===== src/rtl/clk_wiz_if.sv =====
// Output bundle of the clock generator: both divided clocks plus lock status.
// The generator drives it as master, consumers observe it as slave.
interface clk_wiz_if;
   logic clk_out1;
   logic clk_out2;
   logic locked;

   modport master (
      output clk_out1,
      output clk_out2,
      output locked
   );

   modport slave (
      input clk_out1,
      input clk_out2,
      input locked
   );
endinterface


===== src/rtl/clk_wiz.sv =====
// Divides clk_in1 into two phase-aligned registered clocks with a lock flag.
// Define CLK_WIZ_OUT_GATE_EN to hold both outputs low until lock.
module clk_wiz #(
   parameter int DIV1        = 2,
   parameter int DIV2        = 4,
   parameter int LOCK_CYCLES = 16
) (
   input  logic      clk_in1,
   input  logic      reset,
   clk_wiz_if.master out
);

   if (DIV1 < 2 || DIV1 > 256) begin : g_div1_bad
      $error("clk_wiz: DIV1 must be in 2..256");
   end
   if (DIV2 < 2 || DIV2 > 256) begin : g_div2_bad
      $error("clk_wiz: DIV2 must be in 2..256");
   end
   if (LOCK_CYCLES < 1 || LOCK_CYCLES > 65535) begin : g_lock_bad
      $error("clk_wiz: LOCK_CYCLES must be in 1..65535");
   end

   localparam int W1 = $clog2(DIV1);
   localparam int W2 = $clog2(DIV2);
   localparam int LW = $clog2(LOCK_CYCLES + 1);

   localparam logic [W1-1:0] TOP1  = W1'(DIV1 - 1);
   localparam logic [W2-1:0] TOP2  = W2'(DIV2 - 1);
   localparam logic [W1-1:0] HIGH1 = W1'(DIV1 / 2);
   localparam logic [W2-1:0] HIGH2 = W2'(DIV2 / 2);

   localparam logic [LW-1:0] LOCK_MAX = LW'(LOCK_CYCLES);
   localparam logic [LW-1:0] LOCK_M1  = LW'(LOCK_CYCLES - 1);

   logic [W1-1:0] cnt1;
   logic [W2-1:0] cnt2;
   logic [LW-1:0] lock_cnt;

   logic clk1_q;
   logic clk2_q;
   logic locked_q;

   logic term1;
   logic term2;

   // Divider terms use the counter value before this edge's update.
   assign term1 = (cnt1 < HIGH1);
   assign term2 = (cnt2 < HIGH2);

   always_ff @(posedge clk_in1) begin
      if (reset) begin
         cnt1 <= '0;
         cnt2 <= '0;
      end else begin
         cnt1 <= (cnt1 == TOP1) ? '0 : cnt1 + W1'(1);
         cnt2 <= (cnt2 == TOP2) ? '0 : cnt2 + W2'(1);
      end
   end

   always_ff @(posedge clk_in1) begin
      if (reset) begin
         lock_cnt <= '0;
         locked_q <= 1'b0;
      end else begin
         if (lock_cnt != LOCK_MAX) begin
            lock_cnt <= lock_cnt + LW'(1);
         end
         if (lock_cnt == LOCK_M1) begin
            locked_q <= 1'b1;
         end
      end
   end

`ifdef CLK_WIZ_OUT_GATE_EN
   logic lock_next;
   logic run1;
   logic run2;
   logic en1;
   logic en2;

   // Each output is released only at its own counter wrap at or after lock,
   // so the first pulse after lock is always a full-width one.
   assign lock_next = locked_q | (lock_cnt == LOCK_M1);
   assign en1 = run1 | (lock_next & (cnt1 == '0));
   assign en2 = run2 | (lock_next & (cnt2 == '0));

   always_ff @(posedge clk_in1) begin
      if (reset) begin
         run1   <= 1'b0;
         run2   <= 1'b0;
         clk1_q <= 1'b0;
         clk2_q <= 1'b0;
      end else begin
         run1   <= en1;
         run2   <= en2;
         clk1_q <= term1 & en1;
         clk2_q <= term2 & en2;
      end
   end
`else
   always_ff @(posedge clk_in1) begin
      if (reset) begin
         clk1_q <= 1'b0;
         clk2_q <= 1'b0;
      end else begin
         clk1_q <= term1;
         clk2_q <= term2;
      end
   end
`endif

   assign out.clk_out1 = clk1_q;
   assign out.clk_out2 = clk2_q;
   assign out.locked   = locked_q;

endmodule


===== src/flat_wrapper.sv =====
// flat-port wrapper written by rule: the top's interface ports become plain ports
module clk_wiz_flat 
#(
   parameter int DIV1        = 2,
   parameter int DIV2        = 4,
   parameter int LOCK_CYCLES = 16
)
  (clk_in1, reset, out_clk_out1, out_clk_out2, out_locked);
  clk_wiz_if out_i ();
  input  logic clk_in1;
  input  logic reset;
  output wire logic [$bits(out_i.clk_out1)-1:0] out_clk_out1;
  output wire logic [$bits(out_i.clk_out2)-1:0] out_clk_out2;
  output wire logic [$bits(out_i.locked)-1:0] out_locked;
  assign out_clk_out1 = out_i.clk_out1;
  assign out_clk_out2 = out_i.clk_out2;
  assign out_locked = out_i.locked;
  clk_wiz #(.DIV1(DIV1), .DIV2(DIV2), .LOCK_CYCLES(LOCK_CYCLES)) u_core (.clk_in1(clk_in1), .reset(reset), .out(out_i));
endmodule

===== config.mk =====
export PLATFORM = sky130hd
export DESIGN_NAME = clk_wiz_flat
export DESIGN_NICKNAME = d
export VERILOG_FILES = /design/src/rtl/clk_wiz_if.sv /design/src/rtl/clk_wiz.sv /design/src/flat_wrapper.sv
export SDC_FILE = /design/constraint.sdc
export NUM_CORES = 1
export LEC_CHECK = 0
export BUFFER_PORTS_ARGS = -buffer_cell sky130_fd_sc_hd__buf_2
export CAP_MARGIN = 20
export CORE_AREA = 2 2 39 41
export CTS_BUF_LIST = sky130_fd_sc_hd__clkbuf_8
export CTS_CLUSTER_DIAMETER = 30
export DETAILED_ROUTE_END_ITERATION = 8
export DIE_AREA = 0 0 41 43
export PLACE_DENSITY = 0.61
export SETUP_SLACK_MARGIN = 0.02
export SYNTH_ARGS = -nofsm -noshare
export SYNTH_HDL_FRONTEND = slang
export SYNTH_SLANG_ARGS = --single-unit

===== constraint.sdc =====
create_clock -name clk_in1 -period 1.34 [get_ports clk_in1]
set_input_delay 0.268 -clock clk_in1 [delete_from_list [all_inputs] [get_ports clk_in1]]
set_output_delay 0.268 -clock clk_in1 [all_outputs]
set_load 0.02 [all_outputs]

==> results of run 1 <==
==> cell type report <==
type	instances	area share [%]
inverters	4	2.78
flip-flops and latches	11	40.8
clock buffers	3	7.66
repair buffers	6	6.50
well taps	16	3.71
multi-input cells	26	37.8
clock inverters	1	0.696
==> worst reg2reg max path, stage by stage (launching register included) <==
cell and delay (ps):
dfxtp_1 330, ha_2 190, and3_1 180, ha_1 270
inv_1 30, o21ba_2 190
==> worst paths after layout <==
kind	from	end	slack, ps	depth (start not counted)
hold / removal	reset	u_core.out.clk_out1	340	2
hold reg to reg	u_core.cnt1	u_core.out.clk_out1	410	1
setup reg to reg	u_core.lock_cnt[0]	u_core.lock_cnt[4]	50	5
setup / recovery	u_core.lock_cnt[0]	u_core.lock_cnt[4]	50	5
==> sequential cells by signal (all words and copies together), names as in the netlist <==
name                 count
u_core.out.clk_out2      1
u_core.lock_cnt          5
u_core.out.locked        1
u_core.cnt2              2
u_core.cnt1              1
u_core.out.clk_out1      1
==> what timing repair did <==
item | in CTS | in global routing
endpoints found under the setup margin | 0 | 1
resized for setup | 0 | 1
hold endpoints to repair | 0 | 0
==> synthesized netlist by cell type <==
cell type	number	area (sq um)
dfxtp_1	11	220
nor2_1	7	26.3
ha_1	4	50.1
inv_1	4	15.0
nand2b_1	2	12.5
nor2b_1	2	12.5
nor3_1	2	10.0
and3_1	1	6.26
and4bb_4	1	16.3
buf_4	1	7.51
mux2_2	1	11.3
mux2_4	1	15.0
mux2i_1	1	10.0
nand3_1	1	5.00
nor3b_1	1	7.51
o21ba_2	1	10.0
xnor2_1	1	8.76
==> per-layer routing <==
metal  GRT usage [%]  share of wire (%)  wire (microns)  vias to the layer above
li1                -                  -               -                      152
met4            8.00                2.8              18                        0
met5               0                  0               0                        -
met1            10.1                 45             286                      120
met3            4.71                3.6              23                        2
met2            13.1                 48             308                        6
==> power by group through the flow <==
stage	registers (mW)	clock network (mW)	logic, mW
6_report	0.365	0.320	0.0636
5_1_grt	0.368	0.347	0.0725
4_1_cts	0.365	0.330	0.0650
3_5_place_dp	0.371	0	0.0643
3_3_place_gp	0.371	0	0.0616
2_1_floorplan	0.377	0	0.0384
==> stage by stage <==
stage               utilization [%]  power (mW)  setup slack (ps)  instance area, sq um  hold WS (ps)
floorplan                         -       0.416              46.2                   444           393
global placement               35.5       0.432              53.8                   492           401
detailed placement             35.5       0.436              31.0                   492           407
CTS                            38.8       0.760              23.3                   537           342
global route                   39.0       0.788              13.8                   539           355
finish                         39.0       0.749              51.8                   539           336
==> cells by family after synthesis <==
family	count (synthesis)
and+or+nand+nor	17
DFF	11
buffers and inverters	5
adders and majority gates	4
muxes	3
AOI/OAI and AO/OA	1
xor gates and xnor gates	1
==> summary.txt, run 1 <==
Clock tree
  • Root buf cell: clkbuf_8
  • CTS H-tree lvls: 1
  • Worst-Skew Late Latency: 240 ps
  • Cts hold-fix bufs: 0
  • Num CTS Buffers: 3
  • Post-CTS Setup Bufs: 0
  • Clk slew on worst S/H paths: 50 ps
  • CTS tree: built
  • Clk sink count: 11
  • Clock buffer depth: 2

Final layout
  • Most common cell after layout, fill and taps aside: dfxtp_1
  • Fin cells: 67
  • Ratio of cells with drive above 1 in the final layout: 27.5%
  • Nets@finish: 58
  • Multi-input gate area: 204 sq um
  • P&R area growth vs syn: 21.4%
  • Filler cells: 144
  • Inserted Diodes: 0
  • FF+latch area: 220 sq um
  • Most frequent cells in the layout: dfxtp_1 (11), nor2_1 (7), inv_1 (5)

Yosys
  • Post-synthesis xor/xnor area fraction: 1.97%
  • Synth Cell Area: 444 sq um
  • Mux cell area share after synthesis: 8.17%
  • Largest family of logic cells by synthesized area: simple AND/OR/NAND/NOR gates
  • Post-synthesis simple-gate area fraction: 21.7%
  • Syn. warnings: 0
  • Mapped Cells: 42
  • Mapped Nets: 48
  • Yosys reg bits: 11
  • Synth Area in Compound Gates: 2.25%
  • Synth cell types: 17
  • Syn Area/Cell: 10.6 sq um
  • Sequential area share after synthesis: 49.6%
  • Adder-cell share of the synthesized area: 11.3%

Run
  • Max-cap violations: 0

Die
  • Row Count: 14
  • Height of the chip: 43 microns
  • IO Pins: 5
  • Starting density of the core: 32.1%
  • Core footprint: 0.00138 sq mm
  • Die area: 0.00176 sq mm
  • Die X-Extent: 41 microns

Pwr
  • Max IR drop VDD: 0.000441 V
  • Switching power: 0.164 mW
  • Clock Power Share: 42.8%
  • Combinational share of power: 8.5%
  • Part of the power in registers: 48.7%
  • Sw frac: 21.9%
  • Leakage power: 0.248 nW
  • Pwr per Cell Area: 1390 mW/mm^2
  • Pint: 0.585 mW

Timing
  • Max transition margin: 85.5%
  • RSZ-0062 raised after global routing: no
  • Post-layout min period: 1290 ps
  • Final Max Tran Viols: 0
  • Setup_tns: 0 ps
  • Final setup violation count: 0
  • FMAX: 776 MHz
  • Tightest Pin Transition: 217 ps
  • Final period utilization: 96.1%
  • Hold violation count in the final report: 0
  • Worst Skew: 4.76 ps

Setup path
  • Delay-heaviest family, CP: adder cells
  • Crit. End Element: register
  • Critical Path Max Stage Delay: 330 ps
  • Critical path startpoint category: register
  • CP Data Required Time: 1470 ps
  • Worst-path fanout max: 3
  • Crit Path Class: reg -> reg
  • Worst Path Buf+Inv: 1
  • Worst path slowest cell: dfxtp_1
  • Cell Chain, Critical Path: ha_2 > and3_1 > ha_1 > inv_1 > o21ba_2
  • Data arrival, critical path: 1420 ps

Global route
  • Vias in the first global route: 274
  • Initial antenna violation count: 0
  • First-pass GRT wire length: 1060 microns
  • Largest net degree at the start of global routing: 15
  • Gr usage total: 9.49%
  • GR Overflow Total: 0

Placement
  • Inst Count DP: 63
  • Final HPWL DP: 456 microns
  • PortBufs: 4
  • RePlAce Congestion: 0.607

Route
  • Avg WL per Cell: 9.51 microns
  • Drt via density: 4.18
  • Vias: 280
  • Initial drt markers: 0
  • Antenna-violating nets left: 0
  • DRC errors left: 0
  • DRT Pass-1 Iters: 1
  • Final wirelength: 637 microns

Min path
  • Hold Path Class: in -> reg

Run status
  • Status: complete, no violations
(Power assumes the default switching activity.)
==> run 2: changes to the inputs <==
Settings changed: CELL_PAD_IN_SITES_DETAIL_PLACEMENT from default to 1, CELL_PAD_IN_SITES_GLOBAL_PLACEMENT from default to 1, PLACE_DENSITY 0.61 to 0.72, RECOVER_POWER from default to 25.
==> summary.txt, run 2 (same netlist as run 1, synthesis figures left out) <==
Die
  • Starting density of the core: 32.1%
  • IO Pins: 5
  • Row Count: 14
  • Die area: 0.00176 sq mm
  • Core footprint: 0.00138 sq mm
  • Height of the chip: 43 microns
  • Die X-Extent: 41 microns

Final layout
  • Nets@finish: 58
  • Most frequent cells in the layout: dfxtp_1 (9), nor2_1 (7), inv_1 (5)
  • Inserted Diodes: 0
  • Most common cell after layout, fill and taps aside: dfxtp_1
  • Top Registers: u_core.lock_cnt: 5 flops, u_core.cnt2: 2 flops
  • Register with the most flip-flops: u_core.lock_cnt
  • Filler cells: 162
  • P&R area growth vs syn: 25.9%
  • Max FFs per register: 5
  • Ratio of cells with drive above 1 in the final layout: 33.3%
  • Design area: 559 sq um

Setup path
  • Worst Path Buf+Inv: 1
  • CP Data Required Time: 1480 ps
  • Worst-path fanout max: 4
  • Cell Chain, Critical Path: ha_4 > and3_4 > ha_1 > inv_1 > o21ba_2
  • Data arrival, critical path: 1420 ps
  • Crit Path Class: reg -> reg
  • Critical Path Max Stage Delay: 360 ps
  • Worst path slowest cell: dfxtp_4
  • Crit path from: u_core.lock_cnt[0]
  • Critical path startpoint category: register
  • Delay-heaviest family, CP: adder cells
  • Crit. End Element: register
  • R2r startpoint: u_core.lock_cnt[0]

Clock tree
  • Cts hold-fix bufs: 0
  • Root buf cell: clkbuf_8
  • Worst-Skew Late Latency: 240 ps
  • Clock buffer depth: 2
  • Num CTS Buffers: 3
  • CTS tree: built
  • Clk sink count: 11
  • CTS H-tree lvls: 1
  • Clk slew on worst S/H paths: 50 ps

Placement
  • Dpl ws: -5.28 ps
  • DP Area: 484 sq um
  • Final HPWL DP: 498 microns
  • PortBufs: 4
  • RePlAce Congestion: 0.571

Route
  • DRT Pass-1 Iters: 1
  • Antenna-violating nets left: 0
  • Vias: 307
  • DRC errors left: 0
  • Drt via density: 4.58
  • Final wirelength: 777 microns
  • Avg WL per Cell: 11.6 microns
  • Initial drt markers: 0

Timing
  • RSZ-0062 raised after global routing: no
  • Final hold slack: 351 ps
  • Max transition margin: 83.9%
  • Final setup violation count: 0
  • Final period utilization: 95.5%
  • Worst Skew: 5.25 ps
  • Final Max Tran Viols: 0
  • Post-layout min period: 1280 ps
  • Hold violation count in the final report: 0
  • FMAX: 781 MHz
  • Setup WS post-layout: 60.1 ps
  • Tightest Pin Transition: 241 ps

Run
  • Max-cap violations: 0

Min path
  • Hold_sp: reset
  • Hold Path Class: in -> reg

Global route
  • First-pass GRT wire length: 1170 microns
  • Largest net degree at the start of global routing: 15
  • GR Overflow Total: 0
  • Vias in the first global route: 300
  • Initial antenna violation count: 0
  • Gr usage total: 10.9%

Pwr
  • Pwr per Cell Area: 1360 mW/mm^2
  • Leakage power: 0.248 nW
  • Max IR drop VDD: 0.000405 V

Run status
  • Status: complete, no violations
## run 2: path summary, 6_finish.rpt
kind / endpoint / slack, ps / cells past startpoint
worst max-delay path: u_core.lock_cnt[4] / 60 / 5
worst min-delay path: u_core.out.clk_out2 / 350 / 2
worst max register to register: u_core.lock_cnt[4] / 60 / 5
worst min register to register: u_core.out.clk_out1 / 420 / 1
## run 2: final cells by class
type	instances	area, sq um	share of cell area, %
timing repair buffer	6	35.0	6.26
clock inverter	1	3.75	0.671
sequential	11	225	40.3
clock buffer	3	41.3	7.38
tap	16	20.0	3.58
multi-input combinational	26	219	39.1
inverter	4	15.0	2.68
## run 2: per-stage QoR
stage / cells / power (mW) / TNS, ps / utilization [%]
floorplan: 42 / 0.416 / 0 / -
global placement: 62 / 0.430 / 0 / 35.0
detailed placement: 62 / 0.436 / -5.28 / 35.0
CTS: 67 / 0.775 / 0 / 39.2
global route: 67 / 0.797 / 0 / 40.4
finish: 67 / 0.761 / 0 / 40.4
## run 2: per-layer routing
layer	track usage, %	routed length, microns	part of all wire [%]	up-vias
li1	-	-	-	152
met1	9.74	349	45	146
met2	15.9	378	49	5
met3	3.14	16	2.1	4
met4	14.0	31	4.0	0
met5	0	0	0	-
## run 2: power by group
part / total (mW) / switching [mW] / internal, mW
Sequential: 0.370 / 0.0177 / 0.352
Clock: 0.324 / 0.123 / 0.201
Combinational: 0.0669 / 0.0332 / 0.0338
## run 2: what timing repair did
action                                  CTS  global route
buffers inserted                          1             0
hold endpoints to repair                  0             0
resized for setup                         3             3
endpoints found under the setup margin    1             1
pin swaps                                 0             1
